--- src/rtl/arbitrated_channel_mux_pkg.sv ---
// Shared constants and types for the arbitrated channel mux.
package arbitrated_channel_mux_pkg;

    localparam int unsigned CHAN_FIFO_DEPTH = 2;

    typedef logic [1:0] fifo_cnt_t;

endpackage

--- src/rtl/arbitrated_channel_mux_fifo.sv ---
// chan_fifo2: two-entry register FIFO for one producer channel.
// Entry 0 is always the head. Push is ignored when full, pop when empty.
module chan_fifo2
    import arbitrated_channel_mux_pkg::*;
#(
    parameter int unsigned DATA_W = 32
) (
    input  logic              clk,
    input  logic              rst_n,
    input  logic              i_push,
    input  logic              i_pop,
    input  logic [DATA_W-1:0] i_data,
    output logic [DATA_W-1:0] o_head,
    output fifo_cnt_t         o_count,
    output logic              o_full
);

    logic [DATA_W-1:0] r_mem0;
    logic [DATA_W-1:0] r_mem1;
    fifo_cnt_t         r_count;
    logic              w_empty;
    logic              w_push;
    logic              w_pop;

    assign o_full  = (r_count == fifo_cnt_t'(CHAN_FIFO_DEPTH));
    assign w_empty = (r_count == '0);
    assign w_push  = i_push & ~o_full;
    assign w_pop   = i_pop & ~w_empty;
    assign o_head  = r_mem0;
    assign o_count = r_count;

    // Storage and occupancy update; head stays in r_mem0 so order is kept on pop.
    always_ff @(posedge clk or negedge rst_n) begin
        if (!rst_n) begin
            r_mem0  <= '0;
            r_mem1  <= '0;
            r_count <= '0;
        end else begin
            case ({w_push, w_pop})
                2'b10: begin
                    if (r_count == '0) r_mem0 <= i_data;
                    else               r_mem1 <= i_data;
                    r_count <= r_count + 2'd1;
                end
                2'b01: begin
                    r_mem0  <= r_mem1;
                    r_count <= r_count - 2'd1;
                end
                // Both active implies count == 1: new beat replaces the departing head.
                2'b11:   r_mem0 <= i_data;
                default: ;
            endcase
        end
    end

endmodule

--- src/rtl/arbitrated_channel_mux.sv ---
// arbitrated_channel_mux: N buffered channels funnelled into one registered
// valid/ready stream. A rotating one-hot token marks the lowest-priority
// channel, which is never granted while it holds the token.
module arbitrated_channel_mux
    import arbitrated_channel_mux_pkg::*;
#(
    parameter int unsigned N                = 8,
    parameter int unsigned DATA_W           = 32,
    parameter int unsigned INIT_LOWEST_PRIO = N - 1
) (
    input  logic                 clk,
    input  logic                 rst_n,
    input  logic [N-1:0]         in_valid,
    output logic [N-1:0]         in_ready,
    input  logic [N*DATA_W-1:0]  in_data,
    output logic                 out_valid,
    input  logic                 out_ready,
    output logic [DATA_W-1:0]    out_data,
    output logic [$clog2(N)-1:0] out_src
);

    localparam int unsigned    SRC_W    = $clog2(N);
    localparam logic [N-1:0]   TOK_INIT = N'(1) << INIT_LOWEST_PRIO;

    logic [N-1:0]      w_full;
    logic [N-1:0]      w_req;
    logic [N-1:0]      w_elig;
    logic [N-1:0]      w_pop;
    logic [DATA_W-1:0] w_head [N];
    fifo_cnt_t         w_count [N];
    logic [SRC_W-1:0]  w_tok_pos;
    logic [SRC_W-1:0]  w_grant;
    logic              w_found;
    logic              w_load;
    int unsigned       w_idx;

    logic [N-1:0]      r_tok;
    logic              r_out_valid;
    logic [DATA_W-1:0] r_out_data;
    logic [SRC_W-1:0]  r_out_src;

    for (genvar g = 0; g < N; g++) begin : g_chan
        chan_fifo2 #(.DATA_W(DATA_W)) u_fifo (
            .clk     (clk),
            .rst_n   (rst_n),
            .i_push  (in_valid[g] & ~w_full[g]),
            .i_pop   (w_pop[g]),
            .i_data  (in_data[g*DATA_W +: DATA_W]),
            .o_head  (w_head[g]),
            .o_count (w_count[g]),
            .o_full  (w_full[g])
        );
        assign in_ready[g] = ~w_full[g];
        assign w_req[g]    = (w_count[g] != '0);
    end

    assign w_elig = w_req & ~r_tok;

    // Binary position of the one-hot token.
    always_comb begin
        w_tok_pos = '0;
        for (int unsigned i = 0; i < N; i++) begin
            if (r_tok[i]) w_tok_pos = SRC_W'(i);
        end
    end

    // Cyclic search for the first eligible channel after the token position.
    always_comb begin
        w_found = 1'b0;
        w_grant = '0;
        w_idx   = 0;
        for (int unsigned k = 1; k < N; k++) begin
            w_idx = 32'(w_tok_pos) + k;
            if (w_idx >= N) w_idx = w_idx - N;
            if (!w_found && w_elig[w_idx]) begin
                w_found = 1'b1;
                w_grant = SRC_W'(w_idx);
            end
        end
    end

    assign w_load = w_found & (~r_out_valid | out_ready);
    assign w_pop  = w_load ? (N'(1) << w_grant) : '0;

    // Output register: load the granted head, or drain after a handshake.
    always_ff @(posedge clk or negedge rst_n) begin
        if (!rst_n) begin
            r_out_valid <= 1'b0;
            r_out_data  <= '0;
            r_out_src   <= '0;
        end else if (w_load) begin
            r_out_valid <= 1'b1;
            r_out_data  <= w_head[w_grant];
            r_out_src   <= w_grant;
        end else if (out_ready) begin
            r_out_valid <= 1'b0;
        end
    end

    // Token advances on every load, or when the excluded channel is the only requester.
    always_ff @(posedge clk or negedge rst_n) begin
        if (!rst_n) begin
            r_tok <= TOK_INIT;
        end else if (w_load || (w_req == r_tok)) begin
            r_tok <= {r_tok[N-2:0], r_tok[N-1]};
        end
    end

    assign out_valid = r_out_valid;
    assign out_data  = r_out_data;
    assign out_src   = r_out_src;

endmodule
--- config.mk ---
export PLATFORM = sky130hd
export DESIGN_NAME = arbitrated_channel_mux
export DESIGN_NICKNAME = d
export VERILOG_FILES = /design/src/rtl/arbitrated_channel_mux_pkg.sv /design/src/rtl/arbitrated_channel_mux_fifo.sv /design/src/rtl/arbitrated_channel_mux.sv
export SDC_FILE = /design/constraint.sdc
export NUM_CORES = 1
export LEC_CHECK = 0
export CORE_MARGIN = 4
export CORE_UTILIZATION = 50
export DETAILED_ROUTE_END_ITERATION = 8
export HOLD_SLACK_MARGIN = 0.15
export PLACE_DENSITY = 0.74
export SLEW_MARGIN = 0
export SYNTH_ARGS = -nofsm -noshare
export SYNTH_HDL_FRONTEND = slang
export SYNTH_SLANG_ARGS = --single-unit
--- constraint.sdc ---
create_clock -name clk -period 8.6 [get_ports clk]
set_input_delay 1.72 -clock clk [delete_from_list [all_inputs] [get_ports clk]]
set_output_delay 1.72 -clock clk [all_outputs]
set_load 0.05 [all_outputs]
* Word level (Yosys, flattened, before mapping) *
Cells that the tools add are included.

storage, ports and cells
  register bits after elaboration = 572
  latch bits = 0
  memory bits (writable) = 0
  ROM bits = 0
  bits of input ports = 267
  output and inout port bits = 44
  logic and storage cells = 295
  memories kept = 0

operators by class
  add/subtract/negate cells = 30
  multipliers = 0
  divide/modulo/power cells = 0
  $lt $le $gt $ge = 15
  equal/unequal tests = 41
  shift operators = 1
  muxes and demuxes = 72
  bitwise gates (word level) = 46
  reductions and logical operators = 62

operator list
  kind                 number
  $pmux 32 s3          8
  $mux 32              17
  $lt 32x4->1 const B  7
  $bmux 32 s3          1
  $eq 2x2->1 const B   24
  $sub 4x4->5 const B  7
  $reduce_bool 2->1    17
  $mux 3               11
  $ge 4x4->1 const B   8
  $pmux 2 s2           8
  $reduce_and 2->1     16
  $and 1x1->1          25
  $reduce_bool 3->1    8
  $bmux 1 s3           7
  $mux 1               17
  $not 1->1            17
  $add 2x1->2 const B  8
  $add 3x3->4 const B  4
  $eq 2x1->1 const B   8
  $logic_not 2->1      8
  $ne 2x1->1 const B   8
  $sub 2x1->2 const B  8
  $add 3x2->4 const B  2
  $and 8x8->8          1
  11 further kinds     22

* Longest topological paths before layout *
Gate-level depths: netlist of the first run.

  word-level depth = 37
  gate-level depth with buffers = 26
  depth with buffers taken out = 19

* Modules after synthesis *
Synthesis of the first run repeated with hierarchy kept, for this count alone.

second synthesis, totals
  cell total of the unflattened synthesis = 2073
  area total of the unflattened synthesis = 28650.0 µm²

by module, submodules not included
  module                  times used  cells an instance  area each (µm²)  seq. area each (µm²)
  chan_fifo2              8           187                2919.0           1651.6
  arbitrated_channel_mux  1           577                5297.6           1102.3

* Worst setup path before layout of the first run *
Ideal clock, no wire load.

  path kind = register -> register
  start = reg r_tok[5]
  end = reg g_chan[1].u_fifo.r_mem0[8]
  library setup time = 0.138 ns
  arrival = 5.650 ns
  data required time = 8.462 ns
  path slack = 2.812 ns
  cell stages (with the launch flop) = 23
  buffers on the path = 9
  period minus slack after synthesis = 5.788 ns
  path through = dfrtp_1 buf_2 or2_1 clkbuf_1 o21ai_1 inv_1 ha_1 xnor2_1 mux2_2 or3_4 or4_1 a31o_1 buf_6 buf_6 buf_6 buf_4 buf_4 nor3_1 ha_1 clkbuf_1 clkbuf_1 mux2i_1 o21ai_0

between the ends
  longest elaborated chain between the ends = 33
  elaborated cells on any way between the ends = 84
  those cells by class = 14 x add/sub; 7 x order compare; 4 x eq/ne; 1 x shift; 40 x mux; 4 x bitwise; 14 x reduce/logical

ends and longest elaborated chain
  element                                                                  RTL line                                                    RTL
  start, declared                                                          arbitrated_channel_mux.sv:37                                logic [N-1:0] r_tok;
  start signal, assigned                                                   arbitrated_channel_mux.sv:105                               r_tok <= {r_tok[N-2:0], r_tok[N-1]};
  $mux 3 (3 in a row)                                                      arbitrated_channel_mux.sv:63                                if (r_tok[i]) w_tok_pos = SRC_W'(i);
  $add 3x1->4                                                              arbitrated_channel_mux.sv:73                                w_idx = 32'(w_tok_pos) + k;
  $sub 4x4->5 / $ge 4x4->1 (equally long branches)                         arbitrated_channel_mux.sv:74                                if (w_idx >= N) w_idx = w_idx - N;
  $mux 32                                                                  arbitrated_channel_mux.sv:74
  $bmux 1 s3                                                               arbitrated_channel_mux.sv:75                                if (!w_found && w_elig[w_idx]) begin
  $mux 1 (implied by the code)                                             arbitrated_channel_mux.sv:75
  $mux 1                                                                   arbitrated_channel_mux.sv:75
  $logic_not 1->1                                                          arbitrated_channel_mux.sv:75
  (+15 left out)                                                           --
  $logic_and 1x1->1                                                        arbitrated_channel_mux.sv:75
  $mux 3 / $mux 1 (equally long branches)                                  arbitrated_channel_mux.sv:75
  $shl 1x3->8 / $and 1x1->1 (equally long branches)                        arbitrated_channel_mux.sv:83, arbitrated_channel_mux.sv:82
  $mux 8 *                                                                 arbitrated_channel_mux.sv:83                                assign w_pop = w_load ? (N'(1) << w_grant) : '0;
  $and 1x1->1 *                                                            arbitrated_channel_mux_fifo.sv:28                           assign w_pop = i_pop & ~w_empty;
  $eq 2x2->1 / $eq 2x1->1 (equally long branches)                          arbitrated_channel_mux_fifo.sv:39                           case ({w_push, w_pop})
  $ne 2x1->1 (no source line) / $reduce_bool 3->1 (equally long branches)  --
  $reduce_and 2->1 (no source line)                                        --
  end signal, assigned                                                     arbitrated_channel_mux_fifo.sv:41                           if (r_count == '0) r_mem0 <= i_data;
  end signal, assigned                                                     arbitrated_channel_mux_fifo.sv:46                           r_mem0 <= r_mem1;
  end signal, assigned                                                     arbitrated_channel_mux_fifo.sv:50                           2'b11: r_mem0 <= i_data;
  end, declared                                                            arbitrated_channel_mux_fifo.sv:18                           logic [DATA_W-1:0] r_mem0;

Every way passes the cells marked *; elsewhere a longest branch is shown, timed or not. The select of a mux whose other input is x is not followed.
A chain may end at the register's enable or synchronous reset.

* Worst setup path in the final report of the first run *
  start = reg r_tok[1]
  end = reg g_chan[0].u_fifo.r_mem1[23]

between the ends
  longest elaborated chain between the ends = 36
  elaborated cells on any way between the ends = 83
  those cells by class = 14 x add/sub; 7 x order compare; 1 x eq/ne; 1 x shift; 43 x mux; 4 x bitwise; 13 x reduce/logical

ends and longest elaborated chain
  element                                            RTL line                                                    RTL
  $mux 1                                             arbitrated_channel_mux.sv:63
  $mux 2 (2 in a row)                                arbitrated_channel_mux.sv:63
  $mux 3 (4 in a row)                                arbitrated_channel_mux.sv:63
  $add 3x1->4                                        arbitrated_channel_mux.sv:73
  $sub 4x4->5 / $ge 4x4->1 (equally long branches)   arbitrated_channel_mux.sv:74
  $mux 32                                            arbitrated_channel_mux.sv:74
  $bmux 1 s3                                         arbitrated_channel_mux.sv:75
  $mux 1 (implied by the code)                       arbitrated_channel_mux.sv:75
  (+16 left out)                                     --
  $logic_not 1->1                                    arbitrated_channel_mux.sv:75
  $logic_and 1x1->1                                  arbitrated_channel_mux.sv:75
  $mux 3 / $mux 1 (equally long branches)            arbitrated_channel_mux.sv:75
  $shl 1x3->8 / $and 1x1->1 (equally long branches)  arbitrated_channel_mux.sv:83, arbitrated_channel_mux.sv:82
  $mux 8 *                                           arbitrated_channel_mux.sv:83
  $and 1x1->1 *                                      arbitrated_channel_mux_fifo.sv:28
  $eq 2x2->1 *                                       arbitrated_channel_mux_fifo.sv:39
  $reduce_and 2->1 (no source line) *                --
  end signal, assigned                               arbitrated_channel_mux_fifo.sv:42                           else r_mem1 <= i_data;
  end, declared                                      arbitrated_channel_mux_fifo.sv:19                           logic [DATA_W-1:0] r_mem1;

Marks and branches as above.

==> results.ini, run 1 <==
[sta]
timing.fmax_ghz = 0.146
fin_setup_tns_ns = 0
relSlewSlack = 0.215
period_share = 0.796
setup_violations = 0
tightest_slew_ns = 1.18
finClkSkew_ns = 0.0280
rsz0062_at_grt = no
finalWorstSetupSlack_ns = 1.75
period_minus_slack_ns = 6.85
slew_viol_final = 0
hold_viol = 0

[synth]
yosysTopAreaCell = dfrtp_1
ys_types = 64
yosys-top-cells-area = dfrtp_1 53%, mux2_2 19%, mux2i_1 7.4%
ys_ff_latch = 572
synth_edf_count = 0
seq_area_frac_synth = 0.529
synthCells = 2162
synthesis.area_sq_um = 27100
syn_nets = 2455
post-synth-top-count-cell = dfrtp_1
synth_top_cell_area_share = 0.528
async_flop_share = 1.00
synth_common_cells = 571 x dfrtp_1, 452 x mux2_2, 234 x nand2_1, 201 x mux2i_1, 178 x o21ai_0
ys_warn_count = 0
ys.flop_type = dfrtp_1
synth.avg_cell_area_sq_um = 12.5

[clocking]
cts_sinks = 572
cts_resized = 0
clockBufferDepth = 3
htreeDepth = 2
cts_hold_buf = 0
tritoncts = built
cts-root-buf = clkbuf_16
cts.clk_slew.worst_paths_ns = 0.06
numCtsBuffers = 59
post_cts_buffers = 0
clock_latency_ns = 0.63

[finish]
drive_gt1_frac = 0.258
area_growth_pct = 21.5
nets = 2718
instances_no_fill = 3180
multi_input_area_sq_um = 12200
post-route-cell-area_sq_um = 32900
seqCellArea_sq_um = 14300
fill_cells = 4085

[die]
core_area_sq_um = 53700
ios = 311
die_x_microns = 241
rows = 85
fp.dieH_microns = 241
dieArea_sq_um = 58000
start_util = 0.504

[worst_setup_path]
cp.arrival_ns = 7.34
crit_fanout = 24
startpoint_type = flop
cp.required_ns = 9.10
setup.worst_path.class = reg2reg
reg2reg_depth = 19
critPathCaptureType = flop

[min_path]
worstHoldPathType = reg2reg
holdPathStages = 2

[placed_design]
placed_cells = 3060
gp_routability_congestion = 0.942
placed_area_sq_um = 30900
io_buffers = 310
hpwl_microns = 53400
dpl_worst_slack_ns = 1.87

[drt]
via_per_inst = 5.84
dr.first_iter.drc_count = 1292
drt-pass1-iter-count = 5
wl_per_cell_microns = 23.6
vias = 18577
ant_nets = 0
drcViolationCount = 0
routed_wl_microns = 75100

[global_routing]
antenna_found_initial = 17
track_usage = 0.256
grt_pass1_wl_microns = 113000
grt_max_degree = 124
grt_remaining_overflow = 0
grt_pass1_vias = 19043

[flow_run]
cap_viol_max_count = 0

[outcome]
outcome = complete, no violations

==> cell usage in the layout (no fill, tap or decap), types with 8 or more instances in the layout <==
master           count
a21oi_1             25
a221o_1             21
a221oi_1            22
a22oi_1             13
and2_1               9
buf_4               34
bufinv_16            8
clkbuf_1            22
clkbuf_16           59
clkbuf_8            10
clkdlybuf4s50_1    309
dfrtp_1            571
diode_2             10
ha_1                21
inv_1               35
mux2_1              10
mux2_2             452
mux2i_1            201
mux4_2              33
nand2_1            233
nand2b_1            11
nand3_1             18
nor2_1              31
o211ai_1            19
o21ai_0            178
xnor2_1             18
xor2_1               9
==> layer usage <==
metal,wire length [microns],GRT usage,share of wire,vias to the layer above
li1,-,-,-,8332
met4,3130,0.103,0.042,14
met1,31400,0.344,0.42,9443
met3,6420,0.0727,0.085,168
met5,96,0,0.0013,-
met2,34100,0.396,0.45,620
==> path summary, 6_finish.rpt <==
| check | startpoint | endpoint | slack (ns) |
|---|---|---|---|
| worst max register to register | r_tok[1] | g_chan[0].u_fifo.r_mem1[23] | 1.75 |
| max in group asynchronous | rst_n | g_chan[4].u_fifo.r_mem1[22] | 5.36 |
| worst min register to register | g_chan[4].u_fifo.o_head[17] | g_chan[4].u_fifo.o_head[17] | 0.47 |
| worst min-delay path | g_chan[4].u_fifo.o_head[17] | g_chan[4].u_fifo.o_head[17] | 0.47 |
| worst max-delay path | r_tok[1] | g_chan[0].u_fifo.r_mem1[23] | 1.75 |
| min in group asynchronous | rst_n | r_tok[3] | 1.15 |
==> logic make-up after synthesis <==
group                      Yosys count  share of synthesized area
adders and majority gates           26                     0.0120
muxes                              696                      0.294
DFF                                572                      0.529
and+or+nand+nor                    334                     0.0524
AOI/OAI and AO/OA                  328                     0.0772
xor gates and xnor gates            27                    0.00873
buffers and inverters              179                     0.0273
==> layout make-up <==
class,count,area share
inverters,36,0.00411
well taps,696,0.0265
diodes,10,0.000760
flip-flops and latches,572,0.435
repair buffers,345,0.103
multi-input cells,1411,0.369
clock inverters,19,0.0102
clock buffers,91,0.0515
==> worst max-delay path, stage by stage (launching register included) <==
cell      delay [ns]
dfrtp_1         0.39
nor2b_1         0.45
o311a_1         0.45
nor2_2          0.10
inv_2           0.11
ha_1            0.21
xor2_1          0.38
nand3_1         0.13
o22ai_1         0.27
mux2i_1         0.22
nor3_1          0.26
o211ai_1        0.18
a22oi_1         0.80
nand2_1         0.64
nor3_1          0.41
inv_1           0.09
ha_1            0.18
nand2_1         0.75
buf_4           0.32
mux2_2          0.35
==> stage by stage <==
stage                     hold WS, ns   util
after floorplan                 0.444      -
after global placement          0.457  0.575
after detailed placement        0.465  0.575
after CTS                       0.478  0.612
after global routing            0.492  0.613
final                           0.474  0.613
==> sequential cells by signal, indices dropped and copies added, names as in the netlist <==
signal / flops
g_chan.u_fifo.o_count: 16
g_chan.u_fifo.o_head: 256
g_chan.u_fifo.r_mem1: 256
out_data: 32
out_src: 3
out_valid: 1
r_tok: 8
Power of run 1 is left out: the tool's default activity adds up to more than one toggle a clock period on the data nets, which glitch-free logic cannot reach.
==> run 2, diff against run 1 <==
Clock period 8.6 ns to 6.5 ns, I/O delays scaled along.
==> results.ini, run 2 (same netlist as run 1, synthesis figures left out) <==
[drt]
drt-pass1-iter-count = 5
routed_wl_microns = 76100
dr.first_iter.drc_count = 1323
vias = 18567
wl_per_cell_microns = 23.9
ant_nets = 0
via_per_inst = 5.83
drcViolationCount = 0

[sta]
finClkSkew_ns = 0.0244
whs_ns = 0.473
rsz0062_at_grt = no
relSlewSlack = 0.317
period_minus_slack_ns = 6.06
slew_viol_final = 0
fin_setup_tns_ns = 0
setup_violations = 0
tightest_slew_ns = 1.02
hold_viol = 0
period_share = 0.932
timing.fmax_ghz = 0.165

[die]
ios = 311
dieArea_sq_um = 58000
core_area_sq_um = 53700
rows = 85
fp.dieH_microns = 241
die_x_microns = 241
start_util = 0.504

[global_routing]
grt_pass1_vias = 19095
grt_max_degree = 150
grt_remaining_overflow = 0
grt_pass1_wl_microns = 115000
track_usage = 0.259
antenna_found_initial = 16

[clocking]
cts_sinks = 572
clock_latency_ns = 0.62
tritoncts = built
cts.clk_slew.worst_paths_ns = 0.06
numCtsBuffers = 59
cts_hold_buf = 0
htreeDepth = 2
clockBufferDepth = 3
cts-root-buf = clkbuf_16

[worst_setup_path]
setup.worst_path.class = reg2reg
crit_fanout = 41
startpoint_type = flop
critPathCaptureType = flop
cp.arrival_ns = 6.54
cp.required_ns = 6.98
reg2reg_depth = 19

[placed_design]
hpwl_microns = 55200
placed_area_sq_um = 31000
io_buffers = 310
gp_routability_congestion = 0.860

[finish]
final_common_cell = dfrtp_1
fin_util = 0.615
fill_cells = 4097
post-route-cell-area_sq_um = 33000
drive_gt1_frac = 0.263
nets = 2729
final_cell_mix = 571 x dfrtp_1, 452 x mux2_2, 309 x clkdlybuf4s50_1, 233 x nand2_1, 201 x mux2i_1
area_growth_pct = 21.9

[min_path]
worstHoldPathType = reg2reg
holdPathStages = 2

[outcome]
outcome = complete, no violations

[flow_run]
cap_viol_max_count = 0

run 2: metrics by stage:
stage / setup slack [ns] / std cells
floorplan: 0.712 / 2162
global placement: 0.566 / 3071
detailed placement: 0.396 / 3071
CTS: 0.402 / 3176
global route: 0.0322 / 3176
finish: 0.444 / 3183
run 2: cell type report:
cell class / instances / area, sq um / area share
Inverter: 36 / 135 / 0.00409
Sequential cell: 572 / 14300 / 0.434
Clock buffer: 85 / 1680 / 0.0510
Timing Repair Buffer: 356 / 3520 / 0.107
Antenna cell: 7 / 17.5 / 0.000531
Clock inverter: 20 / 304 / 0.00921
Multi-Input combinational cell: 1411 / 12200 / 0.368
Tap cell: 696 / 871 / 0.0264
run 2: path summary, 6_finish.rpt:
check | startpoint | endpoint | slack, ns
max in group asynchronous | rst_n | g_chan[3].u_fifo.r_mem1[0] | 4.26
hold reg to reg | g_chan[2].u_fifo.o_head[17] | g_chan[2].u_fifo.o_head[17] | 0.47
min in group asynchronous | rst_n | g_chan[2].u_fifo.r_mem1[3] | 0.79
setup / recovery | r_tok[2] | g_chan[5].u_fifo.o_head[15] | 0.44
setup reg to reg | r_tok[2] | g_chan[5].u_fifo.o_head[15] | 0.44
hold / removal | g_chan[2].u_fifo.o_head[17] | g_chan[2].u_fifo.o_head[17] | 0.47
run 2: what timing repair did:
item | in CTS | in global routing
gates resized for setup | 0 | 2
endpoints found under the hold margin | 0 | 0
buffers inserted | 0 | 0
setup endpoints to repair | 0 | 16
run 2: worst max-delay path: stages, from the launching register on:
cell and delay, ns:
dfrtp_1 0.42, nor2b_1 0.41, o311a_1 0.45, nor2_2 0.10, inv_2 0.11, ha_1 0.20, xor2_1 0.40, nand3_1 0.13
o22ai_1 0.28, mux2i_1 0.23, or3_4 0.41, or4_1 0.60, a31o_4 0.50, nor2_1 0.26, nand2_1 0.10, inv_1 0.08
ha_1 0.16, buf_4 0.37, mux2_2 0.39, mux2_2 0.26
run 2: routing by layer:
metal,global-route usage,vias to the layer above,share of wire
met3,0.0628,138,0.074
met5,0,-,0.0017
met4,0.0802,18,0.030
li1,-,8343,-
met1,0.356,9515,0.43
met2,0.414,553,0.47
Power of run 2 is left out for the same reason.
==> run 3, diff against run 2 <==
Settings changed: SLEW_MARGIN 0 to 20.
==> results.ini, run 3 (same netlist as run 1, synthesis figures left out) <==
[worst_setup_path]
critical_path.cell_chain = nor2b_1 > o311a_1 > nor2_2 > inv_2 > ha_1 > xor2_1 > nand3_1 > o22ai_1 > mux2i_1 > or3_4 > or4_1 > a31o_4 > nor2_1 > nand2_1 > inv_1 > ha_1 > buf_4 > mux2_2 > mux2_2
worst-path-buf-inv = 3
cp.required_ns = 6.98
startpoint_type = flop
cp.arrival_ns = 6.53
setup.worst_path.class = reg2reg
cp_slowest_cell = or4_1
crit_family = simple AND/OR/NAND/NOR gates
critPathCaptureType = flop
cpPeakStageDelay_ns = 0.60
crit_fanout = 41

[global_routing]
grt_pass1_vias = 19095
grt_max_degree = 150
antenna_found_initial = 16
grt_remaining_overflow = 0
track_usage = 0.259
grt_pass1_wl_microns = 115000

[clocking]
post_cts_buffers = 0
clockBufferDepth = 3
tritoncts = built
cts-root-buf = clkbuf_16
htreeDepth = 2
cts_sinks = 572
cts.clk_slew.worst_paths_ns = 0.06
clock_latency_ns = 0.62
numCtsBuffers = 59

[drt]
ant_nets = 0
wl_per_cell_microns = 23.9
dr.first_iter.drc_count = 1305
routed_wl_microns = 76000
drt-pass1-iter-count = 7
drcViolationCount = 0
vias = 18464
via_per_inst = 5.80

[finish]
area_growth_pct = 21.9
final_cell_mix = 571 x dfrtp_1, 452 x mux2_2, 309 x clkdlybuf4s50_1, 233 x nand2_1, 201 x mux2i_1
nets = 2730
drive_gt1_frac = 0.263
final_common_cell = dfrtp_1

[sta]
whs_ns = 0.473
timing.fmax_ghz = 0.165
period_minus_slack_ns = 6.04
fin_setup_tns_ns = 0
period_share = 0.930
slew_viol_final = 0
setup_violations = 0
hold_viol = 0
relSlewSlack = 0.327
tightest_slew_ns = 1.01
finalWorstSetupSlack_ns = 0.456
finClkSkew_ns = 0.0231
rsz0062_at_grt = no

[die]
start_util = 0.504
ios = 311
dieArea_sq_um = 58000
core_area_sq_um = 53700
rows = 85
die_x_microns = 241
fp.dieH_microns = 241

[placed_design]
hpwl_microns = 55200
dpl_worst_slack_ns = 0.396
io_buffers = 310
gp_routability_congestion = 0.860

[flow_run]
cap_viol_max_count = 0

[outcome]
outcome = complete, no violations

[min_path]
worstHoldPathType = reg2reg

==> run 3: layer usage <==
layer | wire length (microns) | track usage | vias to the layer above
met5 | 126 | 0 | -
met4 | 2280 | 0.0802 | 18
met3 | 5640 | 0.0628 | 131
met2 | 35400 | 0.414 | 545
met1 | 32500 | 0.356 | 9420
li1 | - | - | 8350
==> run 3: timing repair <==
action                                 4_1_cts  5_1_grt
hold buffers                                 0        0
endpoints found under the hold margin        0        0
setup endpoints to repair                    0       14
gates resized for setup                      0        1
==> run 3: metrics by stage <==
step / utilization / std cells / area, sq um
finish: 0.615 / 3185 / 33000
global route: 0.614 / 3177 / 33000
CTS: 0.614 / 3176 / 33000
detailed placement: 0.577 / 3071 / 31000
global placement: 0.577 / 3071 / 31000
floorplan: - / 2162 / 27100
==> run 3: area by class of cell <==
class                   instances  area (sq um)
repair buffers                357          3530
multi-input cells            1411         12200
clock inverters                20           304
flip-flops and latches        572         14300
well taps                     696           871
inverters                      36           135
fillers                      4095         20700
clock buffers                  85          1680
diodes                          8          20.0
==> run 3: worst paths after layout <==
kind / start / end / slack [ns] / depth (start not counted)
setup reg to reg: r_tok[2] / g_chan[5].u_fifo.o_head[15] / 0.46 / 19
max in group asynchronous: rst_n / g_chan[3].u_fifo.r_mem1[0] / 4.26 / 2
hold reg to reg: g_chan[2].u_fifo.o_head[17] / g_chan[2].u_fifo.o_head[17] / 0.47 / 2
min in group asynchronous: rst_n / g_chan[2].u_fifo.r_mem1[3] / 0.79 / 1
setup / recovery: r_tok[2] / g_chan[5].u_fifo.o_head[15] / 0.46 / 19
hold / removal: g_chan[2].u_fifo.o_head[17] / g_chan[2].u_fifo.o_head[17] / 0.47 / 2
==> run 3: worst min-delay path, stage by stage (launching register included) <==
cell,delay (ns)
dfrtp_1,0.34
nand2_1,0.04
o21ai_0,0.05
Power of run 3 is left out for the same reason.
